**src/rtl/led_pkg.sv**
```systemverilog
// Shared definitions for the LED event stretcher: state encoding and the
// helper that sizes the per-state tick counter.
package led_pkg;

  typedef enum logic [1:0] {
    IDLE = 2'b00,
    ON   = 2'b01,
    GAP  = 2'b10
  } state_t;

  // Tick counter width: enough bits for the longer of the ON and GAP phases,
  // never less than one bit.
  function automatic int tick_cnt_width(input int on_ticks, input int off_ticks);
    int longest;
    longest = (on_ticks > off_ticks) ? on_ticks : off_ticks;
    return ($clog2(longest) < 1) ? 1 : $clog2(longest);
  endfunction

endpackage

```
**src/rtl/tick_prescaler.sv**
```systemverilog
// Free-running divide-by-TICK_DIV counter that produces a one-cycle tick
// enable. The synchronous clear lets the owner restart the phase exactly.
module tick_prescaler #(
  parameter int TICK_DIV = 100
) (
  input  logic clk,
  input  logic rst,
  input  logic clr,
  output logic tick
);

  localparam int DIV_W = $clog2(TICK_DIV);

  logic [DIV_W-1:0] count;

  assign tick = (count == DIV_W'(TICK_DIV - 1));

  // Count 0..TICK_DIV-1 and wrap; a clear restarts the count from zero.
  always_ff @(posedge clk or negedge rst) begin
    if (!rst) begin
      count <= '0;
    end else if (clr || tick) begin
      count <= '0;
    end else begin
      count <= count + 1'b1;
    end
  end

endmodule

```
**src/rtl/led_event_stretcher.sv**
```systemverilog
// Stretches single-cycle event pulses into fixed-length LED blinks separated
// by an enforced dark gap. Events arriving mid-blink are queued in a
// saturating counter and replayed one blink at a time.
module led_event_stretcher
  import led_pkg::*;
#(
  parameter int TICK_DIV  = 100,
  parameter int ON_TICKS  = 50,
  parameter int OFF_TICKS = 25,
  parameter int PEND_W    = 3
) (
  input  logic              clk,
  input  logic              rst,
  input  logic              i_event,
  output logic              o_led,
  output logic              o_busy,
  output logic [PEND_W-1:0] o_pending,
  output logic              o_overflow
);

  localparam int              CNT_W    = tick_cnt_width(ON_TICKS, OFF_TICKS);
  localparam logic [PEND_W-1:0] PEND_MAX = {PEND_W{1'b1}};

  state_t           state;
  state_t           next_state;
  logic [CNT_W-1:0] tick_cnt;
  logic             tick;
  logic             state_change;
  logic             take_queued;
  logic             take_live;
  logic             queue_inc;
  logic             overflow;

  // The prescaler is held clear in IDLE and restarted on every state entry,
  // so each ON and GAP phase lasts an exact multiple of TICK_DIV cycles.
  tick_prescaler #(
    .TICK_DIV(TICK_DIV)
  ) u_prescaler (
    .clk (clk),
    .rst (rst),
    .clr (state_change || (state == IDLE)),
    .tick(tick)
  );

  // Next-state decision and which event source (queue or live pulse) feeds
  // the next blink. The queue has priority so replay order is preserved.
  always_comb begin
    next_state  = state;
    take_queued = 1'b0;
    take_live   = 1'b0;
    case (state)
      IDLE: begin
        if (i_event) begin
          next_state = ON;
          take_live  = 1'b1;
        end else if (o_pending != '0) begin
          next_state  = ON;
          take_queued = 1'b1;
        end
      end
      ON: begin
        if (tick && (tick_cnt == CNT_W'(ON_TICKS - 1))) begin
          next_state = GAP;
        end
      end
      GAP: begin
        if (tick && (tick_cnt == CNT_W'(OFF_TICKS - 1))) begin
          if (o_pending != '0) begin
            next_state  = ON;
            take_queued = 1'b1;
          end else if (i_event) begin
            next_state = ON;
            take_live  = 1'b1;
          end else begin
            next_state = IDLE;
          end
        end
      end
      default: next_state = IDLE;
    endcase
  end

  assign state_change = (next_state != state);
  assign queue_inc    = i_event && !take_live;
  assign overflow     = queue_inc && !take_queued && (o_pending == PEND_MAX);

  // State register with LED and busy driven from the next state so they line
  // up exactly with the state they describe.
  always_ff @(posedge clk or negedge rst) begin
    if (!rst) begin
      state  <= IDLE;
      o_led  <= 1'b0;
      o_busy <= 1'b0;
    end else begin
      state  <= next_state;
      o_led  <= (next_state == ON);
      o_busy <= (next_state != IDLE);
    end
  end

  // Ticks elapsed in the current phase; restarts on every state entry.
  always_ff @(posedge clk or negedge rst) begin
    if (!rst) begin
      tick_cnt <= '0;
    end else if (state_change) begin
      tick_cnt <= '0;
    end else if (tick) begin
      tick_cnt <= tick_cnt + 1'b1;
    end
  end

  // Saturating pending queue; a simultaneous push and pop cancel out and
  // never count as an overflow.
  always_ff @(posedge clk or negedge rst) begin
    if (!rst) begin
      o_pending  <= '0;
      o_overflow <= 1'b0;
    end else begin
      o_overflow <= overflow;
      case ({queue_inc, take_queued})
        2'b10: begin
          if (o_pending != PEND_MAX) begin
            o_pending <= o_pending + 1'b1;
          end
        end
        2'b01:   o_pending <= o_pending - 1'b1;
        default: o_pending <= o_pending;
      endcase
    end
  end

endmodule

```
**config.mk**
```make
export PLATFORM = sky130hd
export DESIGN_NAME = led_event_stretcher
export DESIGN_NICKNAME = d
export VERILOG_FILES = /design/src/rtl/led_pkg.sv /design/src/rtl/tick_prescaler.sv /design/src/rtl/led_event_stretcher.sv
export SDC_FILE = /design/constraint.sdc
export NUM_CORES = 1
export LEC_CHECK = 0
export ABC_AREA = 1
export BUFFER_PORTS_ARGS = -buffer_cell sky130_fd_sc_hd__clkbuf_2
export CELL_PAD_IN_SITES_DETAIL_PLACEMENT = 1
export CELL_PAD_IN_SITES_GLOBAL_PLACEMENT = 2
export CORE_MARGIN = 3
export CORE_UTILIZATION = 32
export DETAILED_ROUTE_END_ITERATION = 8
export GPL_TIMING_DRIVEN = 1
export PLACE_DENSITY_LB_ADDON = 0.1
export REMOVE_ABC_BUFFERS = 1
export SLEW_MARGIN = 0
export SYNTH_ARGS = -nofsm -noshare
export SYNTH_HDL_FRONTEND = slang
export SYNTH_HIERARCHICAL = 1
export SYNTH_SLANG_ARGS = --single-unit
```
**constraint.sdc**
```tcl
create_clock -name clk -period 2.23 [get_ports clk]
set_input_delay 0.1115 -clock clk [delete_from_list [all_inputs] [get_ports clk]]
set_output_delay 0.1115 -clock clk [all_outputs]
set_load 0.02 [all_outputs]
```
==> impl_metrics.tcl <==
set metrics [dict create \
    die_height_um 66.6 \
    p_per_area_mw_per_mm2 650 \
    worst_pin_slew_ns 0.562 \
    post_drt_via_cell_ratio 4.44 \
    worstSetupEndpointType "flip-flop" \
    synth_top_area_share 0.447 \
    crit_fanout 4 \
    die_w_um 66.6 \
    ys_ff_latch 21 \
    ys_types 21 \
    postRouteAntennaNets 0 \
    io_pins 9 \
    netlist_area_mm2 0.00118 \
    yosys.area.top_type "dfrtp_1" \
    finalHoldViolCount 0 \
    min_to "o_overflow" \
    vias 896 \
    yosysSeqAreaShare 0.447 \
    whs_path_depth 5 \
    place_inst 195 \
    first_pass_iters 2 \
    gp_congestion 0.718 \
    hpwl_um 1810 \
    instances_no_fill 202 \
    syn_inst 139 \
    hold_class "input pin to flip-flop" \
    fin_crit_sh 0.934 \
    crit_path_cell_trace "ha_4 -> nand3_2 -> nor2_4 -> nand3_2 -> nor2_4 -> nand2_2 -> nand2_4 -> nand2_4 -> fa_1 -> inv_1 -> nand2_1 -> nand3_1 -> nand2_1" \
    fmax_mhz 480 \
    met1_usage 0.168 \
    setup_viol 0 \
    use_met2 0.222 \
    timing.slew.headroom 0.625 \
    clk_latency_ns 0.27 \
    grt.overflow.total 0 \
    fin_util 0.404 \
    max_cap_viol_count 0 \
    critPathSlowestCell "dfrtp_1" \
    vdd_drop_max_mv 0.302 \
    r2r_cells 13 \
    critPathLaunchType "flip-flop" \
    routed_wl_um 2450 \
    core_area_mm2 0.00344 \
    rrSetupSlack_ns 0.15 \
    cp.arrival_ns 2.25 \
    busiest_layer "met2" \
    die_area_mm2 0.00444 \
    outcome "finished, final reports clean" \
    initial_core_util 0.342 \
    max_stage_delay_ns 0.41 \
    grt_first_pass_wirelength_um 4490 \
    wl_per_cell_um 12.1 \
    r2r_end "o_pending[2]" \
    syn_area_per_cell_um2 8.46 \
    power_uw 904 \
    grt_util_met3 0.0405 \
    r2r-start "u_prescaler/count[0]" \
    drt_iter0_markers 41 \
    cts_made_buffers 3 \
    clkSlewWorstSetupHoldPaths_ns 0.08 \
    skew_ns 0.00612 \
    root_buffer "clkbuf_8" \
    holdWs_ns 0.220 \
    cts_htree_levels 1 \
    leakage_uw 0.000695 \
    drc_errors 0 \
    row_count 21 \
    worstHoldStart "i_event" \
    grt_max_degree 22 \
    n_antenna_cell 0 \
    clockBufferDepth 2 \
    cts_tree "yes" \
    cts.sinks 21 \
    grtUsageTotal 0.137 \
    worstSetupPathType "flip-flop to flip-flop" \
    yosys-top-cells-area "dfrtp_1, inv_1, nand2_1, nor2_1, nand3_1" \
    numPortBuffers 8 \
    syn_to_final_growth_pct 18.2 \
    grt_pass1_vias 974 \
    yosysWarnings 6 \
    drive_above_1_share 0.224 \
    fin_nets 165 \
    critPathRequiredTime_ns 2.40 \
    period_minus_slack_ns 2.08 \
    slew_violations 0 \
    antenna_found_initial 0 \
]
metrics by stage:
stage          cell area [um^2]  setup TNS, ns  setup WS (ns)
5_1_grt                    1390       -0.00325       -0.00325
2_1_floorplan              1180              0         0.0311
6_report                   1390              0          0.147
3_3_place_gp               1290              0          0.108
3_5_place_dp               1290              0         0.0371
4_1_cts                    1350              0         0.0211
cells in the mapped netlist, drive strengths merged:
cell,instances
nor2,24
nor3,3
or2,1
xnor2,3
nand3,16
o21ai,2
o21bai,3
ha,4
dfrtp,21
nand2,30
fa,1
a21oi,3
inv,24
xor2,4
power breakdown:
part	total [uW]	switching [uW]	internal [uW]	leakage, uW
clock	259	134	125	0.0000255
sequential	445	35.2	409	0.000258
combinational	200	132	68.0	0.000411
layout make-up:
class	count	area, um^2
Timing Repair Buffer	13	80.1
Tap cell	46	57.6
Fill cell	421	2050
Clock buffer	3	41.3
Clock inverter	1	5.00
Inverter	24	90.1
Sequential cell	21	526
Multi-Input combinational cell	94	591
cells by family (layout without fill, tap and decap cells):
kind of cell / count (synthesis) / after routing / synth area share
AOI/OAI and AO/OA: 8 / 8 / 0.0532
xor gates and xnor gates: 7 / 7 / 0.0521
adders and majority gates: 5 / 5 / 0.0596
buffers and inverters: 24 / 41 / 0.0766
DFF: 21 / 21 / 0.447
and+or+nand+nor: 74 / 74 / 0.312
flip-flops by register name, summed over array words and instances (netlist names):
signal and cells:
o_pending 3, o_overflow 1, o_led 1, u_prescaler/count 7, o_busy 1, tick_cnt 6
state 2
worst max-delay path, delay by kind of cell, from the launching register on:
kind	cells	cell delay [ns]
adder cells (fa/ha/maj)	2	0.58
buffers and inverters	1	0.07
flip-flops	1	0.41
AND/OR/NAND/NOR	10	0.93
per-layer routing:
| metal | vias up | wire length, um |
|---|---|---|
| li1 | 457 | - |
| met1 | 425 | 1180 |
| met2 | 9 | 1150 |
| met3 | 5 | 73 |
| met4 | 0 | 46 |
| met5 | - | 0 |
worst max path at each step:
| stage | slack, ns | to | startpoint | cells after the start |
|---|---|---|---|---|
| 5_1_grt | -0.003 | o_pending[2] | u_prescaler/count[0] | 14 |
| 6_report | 0.15 | o_pending[2] | u_prescaler/count[0] | 13 |
| 4_1_cts | 0.02 | o_pending[2] | u_prescaler/count[0] | 13 |
| 3_5_place_dp | 0.04 | o_pending[2] | u_prescaler/count[0] | 13 |
| 2_1_floorplan | 0.03 | o_pending[2] | u_prescaler/count[0] | 13 |
| 3_3_place_gp | 0.11 | o_pending[2] | u_prescaler/count[0] | 13 |
placed cells by master, fill, tap and decap left out, drive strengths merged:
| master | n |
|---|---|
| or2 | 1 |
| dlygate4sd3 | 1 |
| clkinv | 1 |
| nor2 | 24 |
| dfrtp | 21 |
| nand2 | 30 |
| buf | 4 |
| nor3 | 3 |
| xor2 | 4 |
| fa | 1 |
| clkbuf | 11 |
| o21ai | 2 |
| xnor2 | 3 |
| o21bai | 3 |
| inv | 24 |
| nand3 | 16 |
| a21oi | 3 |
| ha | 4 |
what timing repair did:
action | CTS | global route
endpoints found under the setup margin | 0 | 2
gates resized for setup | 0 | 6
hold buffers | 1 | 0
setup buffers | 0 | 2
hold endpoints to repair | 21 | 0
Power figures use the tool's default switching activity.
